`config.mk`:
```
export PLATFORM = sky130hd
export DESIGN_NAME = sc_level_timer
export DESIGN_NICKNAME = d
export VERILOG_FILES = /design/src/rtl/sc_level_timer.sv
export SDC_FILE = /design/constraint.sdc
export NUM_CORES = 1
export LEC_CHECK = 0
export CORE_AREA = 5 5 54 103
export CTS_BUF_LIST = sky130_fd_sc_hd__clkbuf_4 sky130_fd_sc_hd__clkbuf_8
export CTS_CLUSTER_DIAMETER = 120
export DETAILED_ROUTE_END_ITERATION = 12
export DIE_AREA = 0 0 59 108
export HOLD_SLACK_MARGIN = 0.08
export PLACE_DENSITY = 0.79
export SYNTH_ARGS = -nofsm -noshare
export SYNTH_HDL_FRONTEND = slang
export SYNTH_SLANG_ARGS = --single-unit
```
`constraint.sdc`:
```
create_clock -name SC_LEVELTIMER_CLOCK_50 -period 6.3 [get_ports SC_LEVELTIMER_CLOCK_50]
set_input_delay 0.63 -clock SC_LEVELTIMER_CLOCK_50 [delete_from_list [all_inputs] [get_ports SC_LEVELTIMER_CLOCK_50]]
set_output_delay 0.63 -clock SC_LEVELTIMER_CLOCK_50 [all_outputs]
set_load 0.01 [all_outputs]
```
`src/rtl/sc_level_timer.sv`:
```
// rtl/sc_level_timer.sv - band-paced enemy-load pulse generator with level counter
//
// Purpose: divides the 50 MHz clock by a band-dependent period. Each expiry
// emits a one-cycle LOAD pulse and advances LEVEL. The run ends at LV_MAX.
// Optional feature macro: SC_LEVELTIMER_PAUSE_EN (adds SC_LEVELTIMER_PAUSE_InHigh).
//
// Ports:
//   SC_LEVELTIMER_CLOCK_50        in   system clock, rising edge
//   SC_LEVELTIMER_RESET_InHigh    in   synchronous reset, active high
//   SC_LEVELTIMER_START_InLow     in   start request, active low, level sampled
//   SC_LEVELTIMER_PAUSE_InHigh    in   freeze counting in RUN (macro only)
//   SC_LEVELTIMER_LOAD_OutHigh    out  one-cycle pulse per period expiry
//   SC_LEVELTIMER_LEVEL_Out       out  current level count
//   SC_LEVELTIMER_BAND_Out        out  0 idle, 1/2/3 active difficulty band
//   SC_LEVELTIMER_RUNNING_OutHigh out  high while in RUN
//   SC_LEVELTIMER_DONE_OutHigh    out  high while in DONE
module sc_level_timer #(
    parameter int TIMER_WIDTH = 25,
    parameter int LEVEL_WIDTH = 8,
    parameter int PERIOD_1    = 17500000,
    parameter int PERIOD_2    = 15000000,
    parameter int PERIOD_3    = 12500000,
    parameter int BAND1_END   = 10,
    parameter int BAND2_END   = 32,
    parameter int LV_MAX      = 59
) (
    input  logic                   SC_LEVELTIMER_CLOCK_50,
    input  logic                   SC_LEVELTIMER_RESET_InHigh,
    input  logic                   SC_LEVELTIMER_START_InLow,
`ifdef SC_LEVELTIMER_PAUSE_EN
    input  logic                   SC_LEVELTIMER_PAUSE_InHigh,
`endif
    output logic                   SC_LEVELTIMER_LOAD_OutHigh,
    output logic [LEVEL_WIDTH-1:0] SC_LEVELTIMER_LEVEL_Out,
    output logic [1:0]             SC_LEVELTIMER_BAND_Out,
    output logic                   SC_LEVELTIMER_RUNNING_OutHigh,
    output logic                   SC_LEVELTIMER_DONE_OutHigh
);

    // Period constants are truncated to the timer width.
    localparam logic [TIMER_WIDTH-1:0] RELOAD_1 = TIMER_WIDTH'(PERIOD_1 - 1);
    localparam logic [TIMER_WIDTH-1:0] RELOAD_2 = TIMER_WIDTH'(PERIOD_2 - 1);
    localparam logic [TIMER_WIDTH-1:0] RELOAD_3 = TIMER_WIDTH'(PERIOD_3 - 1);

    generate
        if (longint'(PERIOD_1) - 1 >= (longint'(1) << TIMER_WIDTH)) begin : g_bad_timer_width
            $error("sc_level_timer: PERIOD_1-1 does not fit in TIMER_WIDTH");
        end
        if (longint'(LV_MAX) >= (longint'(1) << LEVEL_WIDTH)) begin : g_bad_level_width
            $error("sc_level_timer: LV_MAX does not fit in LEVEL_WIDTH");
        end
        if (!(BAND1_END < BAND2_END && BAND2_END < LV_MAX)) begin : g_bad_bands
            $error("sc_level_timer: band limits must satisfy BAND1_END < BAND2_END < LV_MAX");
        end
    endgenerate

    typedef enum logic [1:0] {
        S_IDLE,
        S_RUN,
        S_DONE
    } state_t;

    state_t                   state, state_n;
    logic [TIMER_WIDTH-1:0]   timer, timer_n;
    logic [LEVEL_WIDTH-1:0]   level, level_n;
    logic [1:0]               band, band_n;
    logic                     load, load_n;
    logic                     running, running_n;
    logic                     done, done_n;
    logic                     paused;
    logic [LEVEL_WIDTH-1:0]   level_inc;
    logic [1:0]               band_inc;

`ifdef SC_LEVELTIMER_PAUSE_EN
    assign paused = SC_LEVELTIMER_PAUSE_InHigh;
`else
    assign paused = 1'b0;
`endif

    function automatic logic [1:0] band_of(input logic [LEVEL_WIDTH-1:0] lv);
        if (int'(lv) <= BAND1_END)      return 2'd1;
        else if (int'(lv) <= BAND2_END) return 2'd2;
        else                            return 2'd3;
    endfunction

    function automatic logic [TIMER_WIDTH-1:0] reload_of(input logic [1:0] b);
        case (b)
            2'd1:    return RELOAD_1;
            2'd2:    return RELOAD_2;
            default: return RELOAD_3;
        endcase
    endfunction

    // The reload after an expiry is chosen from the band of the new level.
    assign level_inc = level + LEVEL_WIDTH'(1);
    assign band_inc  = band_of(level_inc);

    always_ff @(posedge SC_LEVELTIMER_CLOCK_50) begin
        if (SC_LEVELTIMER_RESET_InHigh) begin
            state   <= S_IDLE;
            timer   <= '0;
            level   <= '0;
            band    <= 2'd0;
            load    <= 1'b0;
            running <= 1'b0;
            done    <= 1'b0;
        end else begin
            state   <= state_n;
            timer   <= timer_n;
            level   <= level_n;
            band    <= band_n;
            load    <= load_n;
            running <= running_n;
            done    <= done_n;
        end
    end

    always_comb begin
        state_n   = state;
        timer_n   = timer;
        level_n   = level;
        band_n    = band;
        load_n    = 1'b0;
        running_n = running;
        done_n    = done;
        case (state)
            S_IDLE: begin
                if (!SC_LEVELTIMER_START_InLow) begin
                    state_n   = S_RUN;
                    timer_n   = RELOAD_1;
                    level_n   = '0;
                    band_n    = 2'd1;
                    running_n = 1'b1;
                end
            end
            S_RUN: begin
                // A pause on the expiry cycle defers the pulse rather than dropping it.
                if (paused) begin
                    load_n = 1'b0;
                end else if (timer != '0) begin
                    timer_n = timer - TIMER_WIDTH'(1);
                end else begin
                    load_n  = 1'b1;
                    level_n = level_inc;
                    band_n  = band_inc;
                    if (int'(level_inc) == LV_MAX) begin
                        state_n   = S_DONE;
                        timer_n   = '0;
                        running_n = 1'b0;
                        done_n    = 1'b1;
                    end else begin
                        timer_n = reload_of(band_inc);
                    end
                end
            end
            S_DONE: begin
                load_n = 1'b0;
            end
            default: begin
                state_n = S_IDLE;
            end
        endcase
    end

    assign SC_LEVELTIMER_LOAD_OutHigh    = load;
    assign SC_LEVELTIMER_LEVEL_Out       = level;
    assign SC_LEVELTIMER_BAND_Out        = band;
    assign SC_LEVELTIMER_RUNNING_OutHigh = running;
    assign SC_LEVELTIMER_DONE_OutHigh    = done;

endmodule

```
==> impl_metrics.tcl <==
set metrics [dict create \
    crit_type "reg2reg" \
    cts_htree_levels 2 \
    maxSlewViolCount 0 \
    vias 2562 \
    root_buffer "clkbuf_8" \
    ys_seq_elements 40 \
    antenna_found_initial 0 \
    setup_viol 0 \
    wl_met2_um 3950 \
    r2r_cells 8 \
    rows 35 \
    dp_hpwl_um 5050 \
    final_common_cell "dfxtp_1" \
    rsz0062_at_grt "false" \
    ir_worst_vdd_v 0.000141 \
    areaGrowthSynthToFinish_pct 8.99 \
    grt_usage_pct 23.3 \
    instances_no_fill 376 \
    synth.distinct_cells 66 \
    end_kind "flip-flop" \
    netlist_area_um2 2450 \
    worstPathArrival_ps 3070 \
    drc 0 \
    power.density_nw_per_um2 201 \
    synth_nets 323 \
    cp.required_ps 6430 \
    max_cap_violations 0 \
    cp-start-kind "flip-flop" \
    io_buffers 15 \
    yosys_warnings 0 \
    synthMuxAreaShare_pct 0 \
    dieHeight_um 108 \
    cts_buffers 5 \
    place_inst 369 \
    fin_crit_ps 2940 \
    drt_iter0_drc 217 \
    tritoncts "done" \
    synth-compound-area-share_pct 29.0 \
    hold_violations 0 \
    wirelength_um 6980 \
    postSynthCellCount 316 \
    post_cts_buffers 0 \
    worstPathMaxFanout 12 \
    fmax_mhz 340 \
    multi_input_area_um2 1520 \
    wl_met3_um 364 \
    highest_layer "met4" \
    syn_area_per_cell_um2 7.75 \
    firstDrtPassIters 5 \
    holdPathStages 2 \
    tightestPinTransition_ps 949 \
    hold_class "reg2reg" \
    ys_seq_area_share_pct 32.7 \
    initial_core_util_pct 52.7 \
    ctsResizeCount 0 \
    gp_congestion 0.930 \
    post_drt_wl_per_cell_um 18.6 \
    synth_top_family_by_area "simple AND/OR/NAND/NOR gates" \
    synth_ff_type "dfxtp_1" \
    layout_common_cells "dfxtp_1, nand2_1, o21ai_0, a21oi_1, nor2_1" \
    seq_area_um2 801 \
    p_leak_nw 0.925 \
    num_antenna_cells 0 \
    fillers 444 \
    slew_headroom_pct 36.5 \
    nets 328 \
    async_flop_share_pct 0 \
    clockBufferDepth 2 \
    clk_pin_slew_ps 80 \
    drive_above_1_share_pct 7.48 \
    run_status "finished, final reports clean" \
    fin_worst_skew_ps 3.78 \
    synth_xor_xnor_area_share_pct 1.07 \
    period_share_pct 46.7 \
    hold_buffers 0 \
    clock-sinks 40 \
    overflow 0 \
    grt_pass1_vias 2453 \
    synth-edff-count 0 \
    viasPerCell 6.81 \
    grt_first_pass_wirelength_um 11500 \
    met1Wirelength_um 2500 \
    io_pins 16 \
    synth_fa_ha_area_share_pct 2.04 \
    die-area_um2 6370 \
    fp.dieW_um 59 \
    grt_max_degree 24 \
    clk_latency_ps 300 \
    core_um2 4640 \
    synth_simple_gate_area_share_pct 29.9 \
    tns_ps 0 \
    ant_nets 0 \
]
## final timing paths
check / start / slack [ps] / endpoint
worst max-delay path: SC_LEVELTIMER_LEVEL_Out[0] / 3360 / timer[18]
worst max register to register: SC_LEVELTIMER_LEVEL_Out[0] / 3360 / timer[18]
worst min-delay path: SC_LEVELTIMER_DONE_OutHigh / 450 / SC_LEVELTIMER_DONE_OutHigh
worst min register to register: SC_LEVELTIMER_DONE_OutHigh / 450 / SC_LEVELTIMER_DONE_OutHigh
## cells in the mapped netlist, types with 8 or more instances
cell type  instances  area [um2]
dfxtp_1           40         801
nand2_1           30         113
o21ai_0           30         150
a21oi_1           27         135
nor2_1            22        82.6
nor3_1            14        70.1
nand3_1           12        60.1
buf_2              9        45.0
inv_1              9        33.8
a31oi_1            8        50.1
clkbuf_1           8        30.0
nor4_1             8        50.1
## layer usage
layer	GRT usage, %	vias up
met2	42.7	112
met4	12.8	0
met1	23.5	1226
li1	-	1204
met5	0	-
met3	4.42	20
## critical path: stages (launching register included)
cell       delay, ps
dfxtp_1          560
inv_1            110
ha_1             370
o21bai_1          90
a2111oi_0        440
a211oi_1         180
and3_1           220
o21ai_0          620
a31oi_1          190
## cell families (layout without fill, tap and decap cells)
group	count (synthesis)	count (layout)
adder cells (fa/ha/maj)	4	4
AND/OR/NAND/NOR	130	130
flip-flops	40	40
buffers and inverters	28	33
XOR/XNOR	3	3
AO/OA/AOI/OAI	111	111
## state kept, by name, indices dropped and copies added, names as in the netlist
signal / count
SC_LEVELTIMER_DONE_OutHigh: 1
SC_LEVELTIMER_LOAD_OutHigh: 1
timer: 25
SC_LEVELTIMER_LEVEL_Out: 8
SC_LEVELTIMER_RUNNING_OutHigh: 1
state: 2
SC_LEVELTIMER_BAND_Out: 2
## report_power, final
group	total, W	switching, W	internal [W]
logic	0.0000916	0.0000588	0.0000328
registers	0.000279	0.0000146	0.000264
clock network	0.000167	0.0000917	0.0000750
## cell type report
type	count	area share [%]
clock inverter	2	0.469
clock buffer	5	2.58
timing repair buffer	17	6.19
inverter	9	1.27
tap	55	2.58
sequential	40	30.0
multi-input combinational	248	56.9
## stage by stage
stage | util, % | power (W) | cell area (um2) | setup slack [ps] | hold slack [ps]
finish | 57.5 | 0.000537 | 2670 | 3360 | 446
detailed placement | 55.7 | 0.000373 | 2590 | 3390 | 440
floorplan | - | 0.000349 | 2450 | 3850 | 441
global placement | 55.7 | 0.000371 | 2590 | 3470 | 437
CTS | 57.5 | 0.000539 | 2670 | 3370 | 452
global route | 57.5 | 0.000562 | 2670 | 3190 | 479
(Power assumes the default switching activity.)
